File: src/rtl/timer_pkg.sv
// Shared types and helpers for the hold-timer bank.
package timer_pkg;

    typedef enum logic [1:0] {
        MODE_LEVEL  = 2'd0,
        MODE_PULSE  = 2'd1,
        MODE_STICKY = 2'd2,
        MODE_RSVD   = 2'd3
    } mode_t;

    // Channel-select width; a single channel still needs a 1-bit select.
    function automatic int ch_w(input int n);
        return (n <= 1) ? 1 : $clog2(n);
    endfunction

endpackage

File: src/rtl/timer_chan.sv
// One hold timer: saturating counter, threshold compare, level/pulse/sticky output.
// Latency: output reflects the counter one cycle after each sampled input.
// Backpressure: none; free-running every cycle.
module timer_chan
    import timer_pkg::*;
#(
    parameter int               CNT_W     = 13,
    parameter logic [CNT_W-1:0] THR_INIT  = '0,
    parameter logic [1:0]       MODE_INIT = 2'd0
) (
    input  logic             S_AXIS_ACLK,
    input  logic             S_AXIS_ARESET,
    input  logic             ti,
    input  logic             cfg_we,
    input  logic [CNT_W-1:0] cfg_thr,
    input  logic [1:0]       cfg_mode,
    input  logic             clr,
    output logic             to,
    output logic [CNT_W-1:0] cnt
);

    logic [CNT_W-1:0] thr;
    logic [CNT_W-1:0] thr_e;
    mode_t            mode;
    logic             reached;
    logic             reached_q;
    logic             latch;

    // A zero threshold behaves as one so the output can never be high at cnt 0.
    assign thr_e   = (thr == '0) ? CNT_W'(1) : thr;
    assign reached = (cnt >= thr_e);

    always_ff @(posedge S_AXIS_ACLK) begin
        if (S_AXIS_ARESET) begin
            cnt       <= '0;
            thr       <= THR_INIT;
            mode      <= mode_t'(MODE_INIT);
            reached_q <= 1'b0;
            latch     <= 1'b0;
        end else begin
            if (!ti) begin
                cnt <= '0;
            end else if (cnt != '1) begin
                cnt <= cnt + CNT_W'(1);
            end

            if (cfg_we) begin
                thr       <= cfg_thr;
                mode      <= mode_t'(cfg_mode);
                reached_q <= 1'b0;
                latch     <= 1'b0;
            end else begin
                reached_q <= reached;
                // Set beats clear when both happen in the same cycle.
                if (mode == MODE_STICKY && reached) begin
                    latch <= 1'b1;
                end else if (clr) begin
                    latch <= 1'b0;
                end
            end
        end
    end

    always_comb begin
        to = reached;
        case (mode)
            MODE_PULSE:  to = reached & ~reached_q;
            MODE_STICKY: to = latch | reached;
            default:     to = reached;
        endcase
    end

endmodule

File: src/rtl/timer_array.sv
// Bank of NUM_CH hold timers with per-channel config writes and counter readback.
// Latency: to follows each channel one cycle after sampling; rd_cnt is registered (1 cycle).
// Backpressure: none; config writes are single-cycle strobes, out-of-range channels dropped.
module timer_array
    import timer_pkg::*;
#(
    parameter int                      NUM_CH    = 5,
    parameter int                      CNT_W     = 13,
    parameter logic [NUM_CH*CNT_W-1:0] THR_INIT  = {13'd1085, 13'd34, 13'd1, 13'd31, 13'd34},
    parameter logic [NUM_CH*2-1:0]     MODE_INIT = '0,
    localparam int                     CH_W      = ch_w(NUM_CH)
) (
    input  logic              S_AXIS_ACLK,
    input  logic              S_AXIS_ARESET,
    input  logic [NUM_CH-1:0] ti,
    output logic [NUM_CH-1:0] to,
    input  logic              cfg_we,
    input  logic [CH_W-1:0]   cfg_ch,
    input  logic [CNT_W-1:0]  cfg_thr,
    input  logic [1:0]        cfg_mode,
    input  logic [NUM_CH-1:0] clr,
    input  logic [CH_W-1:0]   rd_ch,
    output logic [CNT_W-1:0]  rd_cnt
);

    logic [CNT_W-1:0] cnt_arr [NUM_CH];
    logic [CNT_W-1:0] rd_mux;

    // Only channels 0..NUM_CH-1 can match, so out-of-range writes fall through.
    for (genvar i = 0; i < NUM_CH; i++) begin : g_ch
        timer_chan #(
            .CNT_W     (CNT_W),
            .THR_INIT  (THR_INIT[i*CNT_W +: CNT_W]),
            .MODE_INIT (MODE_INIT[i*2 +: 2])
        ) u_chan (
            .S_AXIS_ACLK   (S_AXIS_ACLK),
            .S_AXIS_ARESET (S_AXIS_ARESET),
            .ti            (ti[i]),
            .cfg_we        (cfg_we && (cfg_ch == CH_W'(i))),
            .cfg_thr       (cfg_thr),
            .cfg_mode      (cfg_mode),
            .clr           (clr[i]),
            .to            (to[i]),
            .cnt           (cnt_arr[i])
        );
    end

    always_comb begin
        rd_mux = '0;
        for (int i = 0; i < NUM_CH; i++) begin
            if (rd_ch == CH_W'(i)) begin
                rd_mux = cnt_arr[i];
            end
        end
    end

    always_ff @(posedge S_AXIS_ACLK) begin
        if (S_AXIS_ARESET) begin
            rd_cnt <= '0;
        end else begin
            rd_cnt <= rd_mux;
        end
    end

endmodule

File: config.mk
export PLATFORM = sky130hd
export DESIGN_NAME = timer_array
export DESIGN_NICKNAME = d
export VERILOG_FILES = /design/src/rtl/timer_pkg.sv /design/src/rtl/timer_chan.sv /design/src/rtl/timer_array.sv
export SDC_FILE = /design/constraint.sdc
export NUM_CORES = 1
export LEC_CHECK = 0
export ABC_CLOCK_PERIOD_IN_PS = 2200
export CORE_MARGIN = 4
export CORE_UTILIZATION = 50
export CTS_CLUSTER_DIAMETER = 120
export DETAILED_ROUTE_END_ITERATION = 12
export HOLD_SLACK_MARGIN = 0.06
export PLACE_DENSITY = 0.72
export SLEW_MARGIN = 30
export SYNTH_ARGS = -nofsm -noshare
export SYNTH_HDL_FRONTEND = slang
export SYNTH_SLANG_ARGS = --single-unit
File: constraint.sdc
create_clock -name S_AXIS_ACLK -period 2.2 [get_ports S_AXIS_ACLK]
set_input_delay 0.22 -clock S_AXIS_ACLK [delete_from_list [all_inputs] [get_ports S_AXIS_ACLK]]
set_output_delay 0.22 -clock S_AXIS_ACLK [all_outputs]
set_load 0.05 [all_outputs]
# Yosys cells after proc, flatten, opt, wreduce, memory -nomap -nowiden
# Index checks and enable logic that the tools add are counted.
[op_classes]
n_bitwise = 20
addsub = 5
n_eq_ne = 23
n_reduce_logical = 32
n_lt_le_gt_ge = 5
mux = 25
[ops]
columns = ["operator", "count"]
rows = [
  ["13-bit 2-to-1 mux", 10],
  ["13-bit by 1-bit adder with 13-bit output, second input constant", 5],
  ["13-bit greater-or-equal comparator", 5],
  ["13-bit zero test", 5],
  ["13-bit inequality test, second input constant", 5],
  ["2-bit OR reduction", 10],
  ["3-bit by 2-bit equality test with 1-bit output, second input constant", 4],
  ["2-bit by 1-bit equality test with 1-bit output, second input constant", 5],
  ["2-bit equality test, second input constant", 5],
  ["1-bit logical AND", 10],
  ["1-bit 2-to-1 mux", 10],
  ["1-bit NOT", 10],
  ["1-bit case mux with 2 select lines", 5],
  ["2-bit nonzero test", 5],
  ["3-bit by 1-bit equality test with 1-bit output, second input constant", 2],
  ["3-bit equality test, second input constant", 2],
  ["3-bit zero test", 2],
  ["1-bit bitwise AND", 5],
  ["1-bit OR", 5],
]
[word_totals]
wordCells = 136
in_bits = 34
reg_bits = 163

# Logic depth before layout (Yosys ltp)
[logic_depth]
ltp_word = 6
depth_mapped = 11
depth_no_buf = 10

# Hierarchy
# Synthesis repeated with hierarchy kept, for this count alone.
[hier_totals]
hier_cells = 1046
hier_area_um2 = 8972.4
[modules_own_cells]
columns = ["mod", "n_inst", "cells_per_inst", "area_each_um2"]
rows = [
  ["timer_chan (g_ch[0].u_chan ...)", 2, 188, 1620.3],
  ["timer_chan (g_ch[2].u_chan)", 1, 187, 1625.3],
  ["timer_chan (g_ch[1].u_chan)", 1, 187, 1610.3],
  ["timer_chan (g_ch[4].u_chan)", 1, 187, 1607.8],
  ["timer_array", 1, 109, 888.4],
]

# Worst setup path after synthesis
# Ideal clock, no wire load.
[synth_timing]
kind = "flip-flop to output port"
startpoint = "register g_ch[4].u_chan.thr[11]"
endpoint = "output to[4]"
required_ns = 1.980
slack_ns = 0.098
path_stages_with_launch = 12
arrival_time_ns = 1.882
path_cell_list = "dfxtp_1 inv_1 nand4_1 nor4_1 a31o_2 ha_1 nand2b_1 a31oi_1 o21ai_0 a221oi_1 o22ai_1 buf_4"
[synth_via]
elab_chain_len = 5
[synth_lines]
columns = ["item", "line", "text"]
rows = [
  ["start, declared", "timer_chan.sv:22", "logic [CNT_W-1:0] thr;"],
  ["start signal, assigned", "timer_chan.sv:48", "thr <= cfg_thr;"],
  ["13-bit zero test", "timer_chan.sv:30", "assign thr_e = (thr == '0) ? CNT_W'(1) : thr;"],
  ["13-bit 2-to-1 mux *", "timer_chan.sv:30", ""],
  ["13-bit greater-or-equal comparator *", "timer_chan.sv:31", "assign reached = (cnt >= thr_e);"],
  ["1-bit OR or 1-bit bitwise AND (tied branches)", "timer_chan.sv:68, timer_chan.sv:67", ""],
  ["1-bit case mux with 2 select lines *", "timer_chan.sv:66", "case (mode)"],
  ["end, declared", "timer_array.sv:16", "output logic [NUM_CH-1:0] to,"],
]
# Every way passes the cells marked *; elsewhere a longest branch is shown, timed or not.

# Worst setup path after layout
[layout_timing]
startpoint = "register g_ch[0].u_chan.thr[4]"
endpoint = "output to[0]"
[layout_via]
elab_chain_len = 5
[layout_lines]
columns = ["item", "line"]
rows = [
  ["start, declared", "timer_chan.sv:22"],
  ["start signal, assigned", "timer_chan.sv:48"],
  ["13-bit zero test", "timer_chan.sv:30"],
  ["13-bit 2-to-1 mux *", "timer_chan.sv:30"],
  ["13-bit greater-or-equal comparator *", "timer_chan.sv:31"],
  ["1-bit OR or 1-bit bitwise AND (tied branches)", "timer_chan.sv:68, timer_chan.sv:67"],
  ["1-bit case mux with 2 select lines *", "timer_chan.sv:66"],
]
# Marks and branches as above.

==> results.md <==
* Clk root buf: sky130_fd_sc_hd__clkbuf_16
* Synth Area in Compound Gates at 0.154
* Reg-to-reg endpoint: g_ch[4].u_chan.latch
* Synthesized instance count at 1080
* Global-route usage over all layers at 0.256
* HPWL after DPL at 18100 µm
* Data arrival time of the worst path at 2540 ps
* Number of rows in the core area at 48
* Synthesis-stage register bit count at 163
* Sequential-to-total area share from yosys stat at 0.372
* Non-filler instance count after layout at 1465
* Sort of element at the start of the critical path: register
* Failing checks: negative setup slack
* Mean instance size in the synthesized netlist at 8.12 µm²
* CTS tree: done
* Maxcap violations at 0
* DIE HEIGHT at 140 µm
* Count of clock tree sinks at 163
* Routed Wire Length at 25700 µm
* Area of all sequential standard cells at 3300 µm²
* Final Skew at 7.74 ps
* Status: finished with violations
* Final ANT Viol Nets at 0
* DP Cell Count at 1422
* Reg-to-Reg Start: g_ch[4].u_chan.thr[11]
* Proportion of layout cells with a drive suffix above 1 at 0.209
* Share of the synthesized area in the top cell type at 0.372
* Number of buffers created by CTS at 17
* Worst vdd rail ir drop at 0.681 mV
* Post-synth ARST share at 0
* Final Wtd Congestion at 0.964
* Average routed wire per standard cell at 17.5 µm
* Count of distinct cell types in the synthesized netlist at 54
* Clock insertion delay at the later pin of the skew report at 440 ps
* Relative area change from synthesis to final layout at 29.4%
* Nets in the synthesized netlist at 1194
* Post-synthesis share of cell area spent on and, or, nand and nor gates at 0.223
* Worst reg-to-reg setup slack at 110 ps
* Worst min-delay path class: primary input to register
* Post-layout worst setup margin at -558 ps
* Starting utilization of the core area at 0.509
* Clock slew at reported path FFs at 70 ps
* Peak fanout along the critical path at 3
* Setup repair after global routing missed its margin: true
* Critical path origin: g_ch[0].u_chan.thr[4]
* Iter 0 DRT Violations at 604
* Adder and majority cell fraction of the synthesized area at 0.114
* Dominant combinational cell family by area after synthesis: simple AND/OR/NAND/NOR gates
* Number of failing setup endpoints in the final timing report at 5
* Total global routing overflow at 0
* Detailed-route vias per instance at 5.69
* Static Leakage at 0.00457 µW
* Worst Setup Path Type: register to output port
* Mux contribution to synthesized area at 0.0270
* Final period utilization at 1.25
* Number of buffers added on ports at 51
* Core outline area at 17200 µm²
* Primary flip-flop cell chosen by synthesis mapping: sky130_fd_sc_hd__dfxtp_1
* CTS H-Tree Depth at 4
* Final setup TNS at -2170 ps
* Cells taking the most area after synthesis: sky130_fd_sc_hd__dfxtp_1 (37%), sky130_fd_sc_hd__ha_1 (11%), sky130_fd_sc_hd__nand2_1 (7.7%)
* Critical path capture point type: output port
* Worst-case reg-to-reg path depth at 9
* Synth warnings at 0
* CTS Hold Buffers Added at 0
* End point of the critical path: to[0]
* Multi-input gate area in the final layout at 5290 µm²
* Pre-CTS setup slack at -197 ps
* Post-layout nets at 1341
* Vias at 8338
* XOR/XNOR share of the synthesized area at 0.0429
* Maximum number of pins on one net before global-route repair at 54
* Worst relative slew slack at 0.599
* Die outline width at 140 µm
* Power density over cell area at 592 nW/µm²
* Timing-limited maximum frequency at 363 MHz
* Largest area contributor in the netlist: sky130_fd_sc_hd__dfxtp_1
* Final worst path period need at 2760 ps
* Number of I/O pins at 52
* Initial antenna violation count at 0
* Fill count at 1397
* Floorplan die area at 19700 µm²
* Count of flip-flops with a built-in enable after synthesis at 0
* Number of inserted diodes at 0
* Utilization of the core after routing at 0.659
* Hold Violations, Final at 0
* Slew Viols, Final at 0
* Vias in the first global route at 7891
* Tightest Pin Transition at 601 ps
* Netlist area before placement at 8770 µm²
* Total power at 6720 µW
* Wire length of the first global-routing pass at 40300 µm
* Number of remaining DRC errors at 0
* Drt first pass iters at 5
* Required time of the critical path at 1980 ps
* Largest buffer count on any clock path at 2
-- timing repair --
action                     in CTS  in global routing
setup buffers                   8                  3
resized for setup              54                 46
setup endpoints to repair       6                  7
pin swaps                      23                 16
-- critical path, cell delays in order, from the launching register on --
cell and delay (ps):
sky130_fd_sc_hd__dfxtp_1 320, sky130_fd_sc_hd__nor4_2 310, sky130_fd_sc_hd__a31o_2 200, sky130_fd_sc_hd__ha_1 110
sky130_fd_sc_hd__nand2b_1 130, sky130_fd_sc_hd__nand3_2 110, sky130_fd_sc_hd__a211oi_4 340, sky130_fd_sc_hd__nor3_2 100
sky130_fd_sc_hd__a211oi_2 260, sky130_fd_sc_hd__clkbuf_16 220
-- cell usage after synthesis (12+ instances only) --
library cell	number
sky130_fd_sc_hd__nand2_1	179
sky130_fd_sc_hd__nor4_1	17
sky130_fd_sc_hd__a22oi_1	13
sky130_fd_sc_hd__xnor2_1	18
sky130_fd_sc_hd__dfxtp_1	163
sky130_fd_sc_hd__inv_1	96
sky130_fd_sc_hd__a21oi_1	93
sky130_fd_sc_hd__clkbuf_1	30
sky130_fd_sc_hd__a211oi_1	19
sky130_fd_sc_hd__mux2i_1	12
sky130_fd_sc_hd__nand3b_1	12
sky130_fd_sc_hd__nand3_1	18
sky130_fd_sc_hd__o21ai_0	25
sky130_fd_sc_hd__and3_1	16
sky130_fd_sc_hd__ha_1	80
sky130_fd_sc_hd__nor3_1	19
sky130_fd_sc_hd__nor2_1	91
sky130_fd_sc_hd__nand2b_1	13
sky130_fd_sc_hd__nand4_1	19
sky130_fd_sc_hd__xor2_1	25
-- per-layer routing --
metal / GRT usage / up-vias / routed length (µm)
met3: 0.0512 / 81 / 1510
met2: 0.436 / 283 / 12400
met5: 0 / - / 0
met1: 0.321 / 3931 / 10700
met4: 0.0984 / 0 / 1050
li1: - / 4043 / -
-- state kept, by name, indices dropped and copies added (netlist names) --
register / flops
g_ch.u_chan.latch: 5
g_ch.u_chan.cnt: 65
rd_cnt: 13
g_ch.u_chan.reached_q: 5
g_ch.u_chan.mode: 10
g_ch.u_chan.thr: 65
-- cell families (layout without fill, tap and decap cells) --
logic type,after synthesis,after routing
adders and majority gates,80,80
xor gates and xnor gates,43,43
buffers and inverters,145,305
DFF,163,163
and+or+nand+nor,418,418
muxes,17,17
AOI/OAI and AO/OA,214,214
-- power by group --
part	internal, µW	leakage (µW)	switching (µW)
clock network	1790	0.000286	1290
logic	253	0.00295	340
registers	3000	0.00133	41.3
total	5050	0.00457	1670
-- how the worst min path moves through the flow --
stage	startpoint	end	slack, ps	cells past startpoint
finish	S_AXIS_ARESET	g_ch[1].u_chan.thr[5]	280	2
global route	S_AXIS_ARESET	rd_cnt[12]	320	2
CTS	S_AXIS_ARESET	rd_cnt[12]	280	2
detailed placement	g_ch[4].u_chan.thr[7]	g_ch[4].u_chan.thr[7]	450	2
global placement	g_ch[4].u_chan.thr[6]	g_ch[4].u_chan.thr[6]	440	2
floorplan	cfg_thr[1]	g_ch[0].u_chan.thr[1]	340	1
-- stage by stage --
stage | cell area (µm²) | hold slack, ps
5_1_grt | 11400 | 317
3_3_place_gp | 10200 | 445
3_5_place_dp | 10200 | 449
6_report | 11400 | 280
4_1_cts | 11100 | 277
2_1_floorplan | 8770 | 338
-- area by class of cell --
class | instances | area share
multi-input combinational | 772 | 0.466
clock inverter | 15 | 0.0161
sequential | 163 | 0.291
tap | 225 | 0.0248
inverter | 96 | 0.0317
clock buffer | 17 | 0.0375
timing repair buffer | 177 | 0.133
-- cell usage in the layout, fill, tap and decap left out, types with 11 or more instances in the layout --
cell type,synthesis,layout
sky130_fd_sc_hd__nand2b_1,13,11
sky130_fd_sc_hd__xnor2_1,18,18
sky130_fd_sc_hd__xor2_1,25,25
sky130_fd_sc_hd__o21ai_0,25,19
sky130_fd_sc_hd__and3_1,16,16
sky130_fd_sc_hd__inv_1,96,92
sky130_fd_sc_hd__nor2_1,91,91
sky130_fd_sc_hd__buf_4,6,127
sky130_fd_sc_hd__dfxtp_1,163,134
sky130_fd_sc_hd__nand3b_1,12,12
sky130_fd_sc_hd__mux2i_1,12,12
sky130_fd_sc_hd__ha_1,80,76
sky130_fd_sc_hd__a21oi_1,93,91
sky130_fd_sc_hd__a22oi_1,13,13
sky130_fd_sc_hd__clkbuf_16,0,19
sky130_fd_sc_hd__dfxtp_2,0,27
sky130_fd_sc_hd__nand4_1,19,19
sky130_fd_sc_hd__a211oi_1,19,15
sky130_fd_sc_hd__nor3_1,19,15
sky130_fd_sc_hd__nand3_1,18,16
sky130_fd_sc_hd__clkdlybuf4s50_1,0,45
sky130_fd_sc_hd__nand2_1,179,179
(Power assumes the default switching activity.)
